<file path="config.mk">
export PLATFORM = sky130hd
export DESIGN_NAME = forward_net_sequencer
export DESIGN_NICKNAME = d
export VERILOG_FILES = /design/src/rtl/forward_net_pkg.sv /design/src/rtl/forward_net_sequencer_layer_timer.sv /design/src/rtl/forward_net_sequencer.sv
export SDC_FILE = /design/constraint.sdc
export NUM_CORES = 1
export LEC_CHECK = 0
export ABC_AREA = 1
export CORE_MARGIN = 3
export CORE_UTILIZATION = 46
export CTS_CLUSTER_SIZE = 20
export DETAILED_ROUTE_END_ITERATION = 7
export PLACE_DENSITY = 0.75
export SLEW_MARGIN = 10
export SYNTH_ARGS = -nofsm -noshare
export SYNTH_HDL_FRONTEND = slang
export SYNTH_SLANG_ARGS = --single-unit
</file>
<file path="constraint.sdc">
create_clock -name clk -period 1.5 [get_ports clk]
set_clock_uncertainty 0.2 [all_clocks]
set_input_delay 0.15 -clock clk [delete_from_list [all_inputs] [get_ports clk]]
set_output_delay 0.15 -clock clk [all_outputs]
set_load 0.05 [all_outputs]
</file>
<file path="src/rtl/forward_net_pkg.sv">
// Shared types and timing helpers for the forward-network sequencer.
// Used by the sequencer top, its layer timer and the bench.
package forward_net_pkg;

  typedef enum logic [1:0] {
    IDLE,
    LOAD,
    COMPUTE,
    DONE
  } seq_state_t;

  function automatic int strobe_offset(input int k, input int lc);
    return 1 + k * lc;
  endfunction

  function automatic int valid_offset(input int tl, input int lc);
    return 2 + tl * lc;
  endfunction

endpackage

</file>
<file path="src/rtl/forward_net_sequencer_layer_timer.sv">
// Settle-time counter between layer strobes.
// term_o pulses on the cycle the count reaches LAYER_CYCLES.
module layer_timer #(
  parameter int LAYER_CYCLES = 4,
  parameter int W = $clog2(LAYER_CYCLES + 1)
) (
  input  logic clk,
  input  logic rst_n,
  input  logic load_i,
  input  logic en_i,
  output logic term_o
);

  localparam logic [W-1:0] LAST = W'(LAYER_CYCLES - 1);

  logic [W-1:0] cnt_q, cnt_d;

  // cnt_q holds completed cycles; the cycle being entered is cnt_q+1
  assign term_o = en_i && (cnt_q == LAST);

  always_comb begin
    cnt_d = cnt_q;
    if (load_i) begin
      cnt_d = '0;
    end else if (en_i) begin
      cnt_d = term_o ? '0 : cnt_q + 1'b1;
    end
  end

  always_ff @(posedge clk or negedge rst_n) begin
    if (!rst_n) begin
      cnt_q <= '0;
    end else begin
      cnt_q <= cnt_d;
    end
  end

endmodule

</file>
<file path="src/rtl/forward_net_sequencer.sv">
// Sequences one inference: strobes layer banks input-first, waits a
// fixed settle time between layers, then holds result-valid until taken.
module forward_net_sequencer
  import forward_net_pkg::*;
#(
  parameter int TOTAL_LAYERS = 3,
  parameter int LAYER_CYCLES = 4,
  parameter int CNT_W = 16,
  parameter int IDX_W = $clog2(TOTAL_LAYERS + 1)
) (
  input  logic                    clk,
  input  logic                    reset,
  input  logic                    in_valid,
  output logic                    in_ready,
  input  logic                    flush,
  output logic [TOTAL_LAYERS:0]   sample_data,
  output logic [IDX_W-1:0]        layer_idx,
  output logic                    busy,
  output logic                    out_valid,
  input  logic                    out_ready,
  output logic [CNT_W-1:0]        done_count
);

  localparam int SW = TOTAL_LAYERS + 1;
  localparam logic [SW-1:0] STROBE0 = SW'(1);

  seq_state_t       state_q, state_d;
  logic [SW-1:0]    sample_q, sample_d;
  logic [IDX_W-1:0] layer_q, layer_d;
  logic             busy_q, busy_d;
  logic             valid_q, valid_d;
  logic [CNT_W-1:0] count_q, count_d;
  logic             tmr_load, tmr_en, tmr_term;

  layer_timer #(
    .LAYER_CYCLES(LAYER_CYCLES)
  ) u_timer (
    .clk   (clk),
    .rst_n (reset),
    .load_i(tmr_load),
    .en_i  (tmr_en),
    .term_o(tmr_term)
  );

  always_comb begin
    state_d  = state_q;
    sample_d = '0;
    layer_d  = layer_q;
    valid_d  = valid_q;
    count_d  = count_q;
    tmr_load = 1'b0;
    tmr_en   = 1'b0;
    unique case (state_q)
      IDLE: begin
        if (in_valid) state_d = LOAD;
      end
      LOAD: begin
        state_d  = COMPUTE;
        sample_d = STROBE0;
        layer_d  = '0;
        tmr_load = 1'b1;
      end
      COMPUTE: begin
        tmr_en = 1'b1;
        // final strobe is on the bus now: result is stable next cycle
        if (sample_q[TOTAL_LAYERS]) begin
          state_d = DONE;
          valid_d = 1'b1;
        end else if (tmr_term) begin
          layer_d  = layer_q + 1'b1;
          sample_d = STROBE0 << layer_d;
        end
      end
      DONE: begin
        if (out_ready) begin
          state_d = IDLE;
          valid_d = 1'b0;
          layer_d = '0;
          count_d = count_q + 1'b1;
        end
      end
    endcase
    if (flush) begin
      state_d  = IDLE;
      sample_d = '0;
      valid_d  = 1'b0;
      layer_d  = '0;
      count_d  = count_q;
      tmr_load = 1'b1;
    end
    busy_d = (state_d != IDLE);
  end

  always_ff @(posedge clk or negedge reset) begin
    if (!reset) begin
      state_q  <= IDLE;
      sample_q <= '0;
      layer_q  <= '0;
      busy_q   <= 1'b0;
      valid_q  <= 1'b0;
      count_q  <= '0;
    end else begin
      state_q  <= state_d;
      sample_q <= sample_d;
      layer_q  <= layer_d;
      busy_q   <= busy_d;
      valid_q  <= valid_d;
      count_q  <= count_d;
    end
  end

  assign in_ready    = reset && (state_q == IDLE);
  assign sample_data = sample_q;
  assign layer_idx   = layer_q;
  assign busy        = busy_q;
  assign out_valid   = valid_q;
  assign done_count  = count_q;

endmodule

</file>
==> results_dict.tcl <==
set metrics [dict create \
    status "complete, but fails checks" \
    violations "setup timing" \
    grt_start_max_net_pins 30 \
    worstPathRequired_ns 1.58 \
    slowest_delay_ns 0.43 \
    die_w_um 65.19 \
    tritoncts "yes" \
    crit_chain "buf_6 > ha_4 > buf_4 > inv_4 > buf_4 > o31ai_2 > nand3b_1 > inv_1" \
    min_period_ns 1.810 \
    finalHoldViolCount 0 \
    crit_buf_inv 5 \
    std_cell_rows 20 \
    track_usage_pct 23.87 \
    synth.yosys.seq_area_share_pct 45.03 \
    fmax_mhz 552.4 \
    initial_core_util_pct 50.31 \
    grt_antenna_before_repair 0 \
    crit_slowest_cell "dfrtp_1" \
    route.detailed.drc 0 \
    netlist_instances 188 \
    root_buffer "clkbuf_4" \
    place_ws_ns -0.2768 \
    drive_above_1_share_pct 53.70 \
    clock-sinks 29 \
    crit_family "buffers and inverters" \
    firstDrtPassIters 4 \
    place_inst 286 \
    layout_commonest_cell "nand2_1" \
    rsz0062_at_grt "true" \
    fin_ws_ns -0.3103 \
    synth_seq_cells 29 \
    ys_types 24 \
    dr.first_iter.drc_count 66 \
    critical_path_class "register to register" \
    vias_per_cell 5.462 \
    ioPinCount 30 \
    final_cell_mix "33 x nand2_1, 25 x buf_12, 25 x buf_4, 22 x inv_1, 15 x dfrtp_2" \
    drv_cap 0 \
    diodes 0 \
    synth_area_per_cell_um2 8.572 \
    synth_area_mm2 0.001612 \
    vias 1644 \
    worstHoldPathType "primary input to async pin" \
    grt_pass1_wl_mm 7.769 \
    cts_htree_levels 2 \
    power_leakage_nw 1.247 \
    final_max_slew_viol_count 0 \
    hpwl_mm 3.119 \
    ant_nets 0 \
    die_h_um 65.19 \
    worstPathArrival_ns 1.89 \
    ir_worst_vdd_mv 1.241 \
    cts_max_path_buffers 2 \
    p_per_area_mw_per_mm2 1204 \
    start_kind "register" \
    gp_congestion 0.8513 \
    cp_common_cell "buf_4" \
    wl_per_cell_um 18.06 \
    die-area_mm2 0.004250 \
    fin_nets 273 \
    syn2layout_area_growth_pct 73.76 \
    path_clk_slew_ns 0.10 \
    period_share_pct 120.7 \
    max_slew_margin_pct 73.27 \
    synth_nets 205 \
    portBuffers 29 \
    overflow 0 \
    wl_mm 5.437 \
    worst_pin_slew_ns 0.3988 \
    setup_viol 26 \
    stdcell_count 301 \
    grt_pass1_vias 1706 \
    critPathMaxFanout 3 \
    cts_hold_buffers 0 \
    yosysWarningCount 0 \
    core-area_mm2 0.003203 \
    cts_made_buffers 5 \
    crit_path_end_kind "register" \
    clock_latency_ns 0.34 \
]
state kept, by name, summed over array words and instances, names as in the netlist:
signal / cells
done_count: 16
u_timer.cnt_q: 3
layer_idx: 2
busy: 1
sample_data: 4
out_valid: 1
state_q: 2
report_power, final:
| group | internal (mW) | switching (mW) |
|---|---|---|
| logic | 0.843 | 0.962 |
| clock network | 0.231 | 0.291 |
| registers | 0.890 | 0.154 |
| total | 1.96 | 1.41 |
layer usage:
layer | vias up | GRT usage, % | share of wire [%]
met5 | - | 0 | 0
met4 | 0 | 13.47 | 4.7
met3 | 26 | 6.667 | 5.9
met2 | 79 | 43.99 | 55
met1 | 804 | 23.75 | 34
li1 | 735 | - | -
logic make-up (layout without fill, tap and decap cells):
kind of cell,after synthesis,count (layout),synth area share (%)
XOR/XNOR,10,10,5.901
adder cells (fa/ha/maj),12,12,9.317
buffers and inverters,30,99,6.987
AO/OA/AOI/OAI,13,13,4.347
flip-flops,29,29,45.03
AND/OR/NAND/NOR,94,94,28.42
synth_stat cells (all sizes together):
master | number | area, um^2
nand3 | 13 | 70.07
nor4 | 1 | 6.260
nand4 | 6 | 37.54
xnor2 | 7 | 68.82
nor3 | 5 | 30.03
ha | 12 | 150.1
nand3b | 4 | 33.78
nor2 | 19 | 91.33
xor2 | 3 | 26.28
inv | 30 | 112.6
o21ai | 7 | 35.03
nand2 | 43 | 166.4
o31ai | 2 | 15.01
nor3b | 3 | 22.52
dfrtp | 29 | 725.7
a21oi | 4 | 20.02
final timing paths:
path / from / endpoint / slack [ns] / cells after the start
min in group clk: done_count[7] / done_count[7] / 0.34 / 1
worst min register to register: done_count[7] / done_count[7] / 0.34 / 1
worst max-delay path: state_q[0] / state_q[1] / -0.31 / 8
max in group asynchronous: reset / layer_idx[0] / 0.69 / 2
worst max register to register: state_q[0] / state_q[1] / -0.31 / 8
worst min-delay path: reset / busy / 0.09 / 2
area by class of cell:
| cell class | instances | area (um^2) |
|---|---|---|
| timing repair buffer | 61 | 807.0 |
| sequential | 29 | 744.5 |
| fill | 153 | 402.9 |
| inverter | 30 | 115.1 |
| clock buffer | 8 | 58.81 |
| multi-input combinational | 129 | 1020 |
| tap | 44 | 55.05 |
what timing repair did:
item / 4_1_cts / 5_1_grt
setup buffers: 5 / 2
resized for setup: 32 / 30
pin swaps: 8 / 13
cloned: 0 / 0
setup endpoints to repair: 23 / 28
worst register-to-register path: stages, from the launching register on:
cell      delay, ns
dfrtp_1        0.43
buf_6          0.13
ha_4           0.15
buf_4          0.16
inv_4          0.06
buf_4          0.13
o31ai_2        0.23
nand3b_1       0.15
inv_1          0.11
per-stage QoR:
| step | TNS, ns | util (%) | cell area [um^2] | hold WS (ns) | total power, mW |
|---|---|---|---|---|---|
| floorplan | -0.3340 | - | 1680 | -0.3456 | 1.694 |
| global placement | -2.119 | 76.91 | 2464 | 0.3121 | 2.321 |
| detailed placement | -3.075 | 76.91 | 2464 | 0.3256 | 2.395 |
| CTS | -1.856 | 82.81 | 2653 | 0.08695 | 3.087 |
| global route | -6.613 | 87.42 | 2800 | 0.1057 | 3.531 |
| finish | -4.778 | 87.42 | 2800 | 0.09364 | 3.372 |
(Power assumes the default switching activity.)
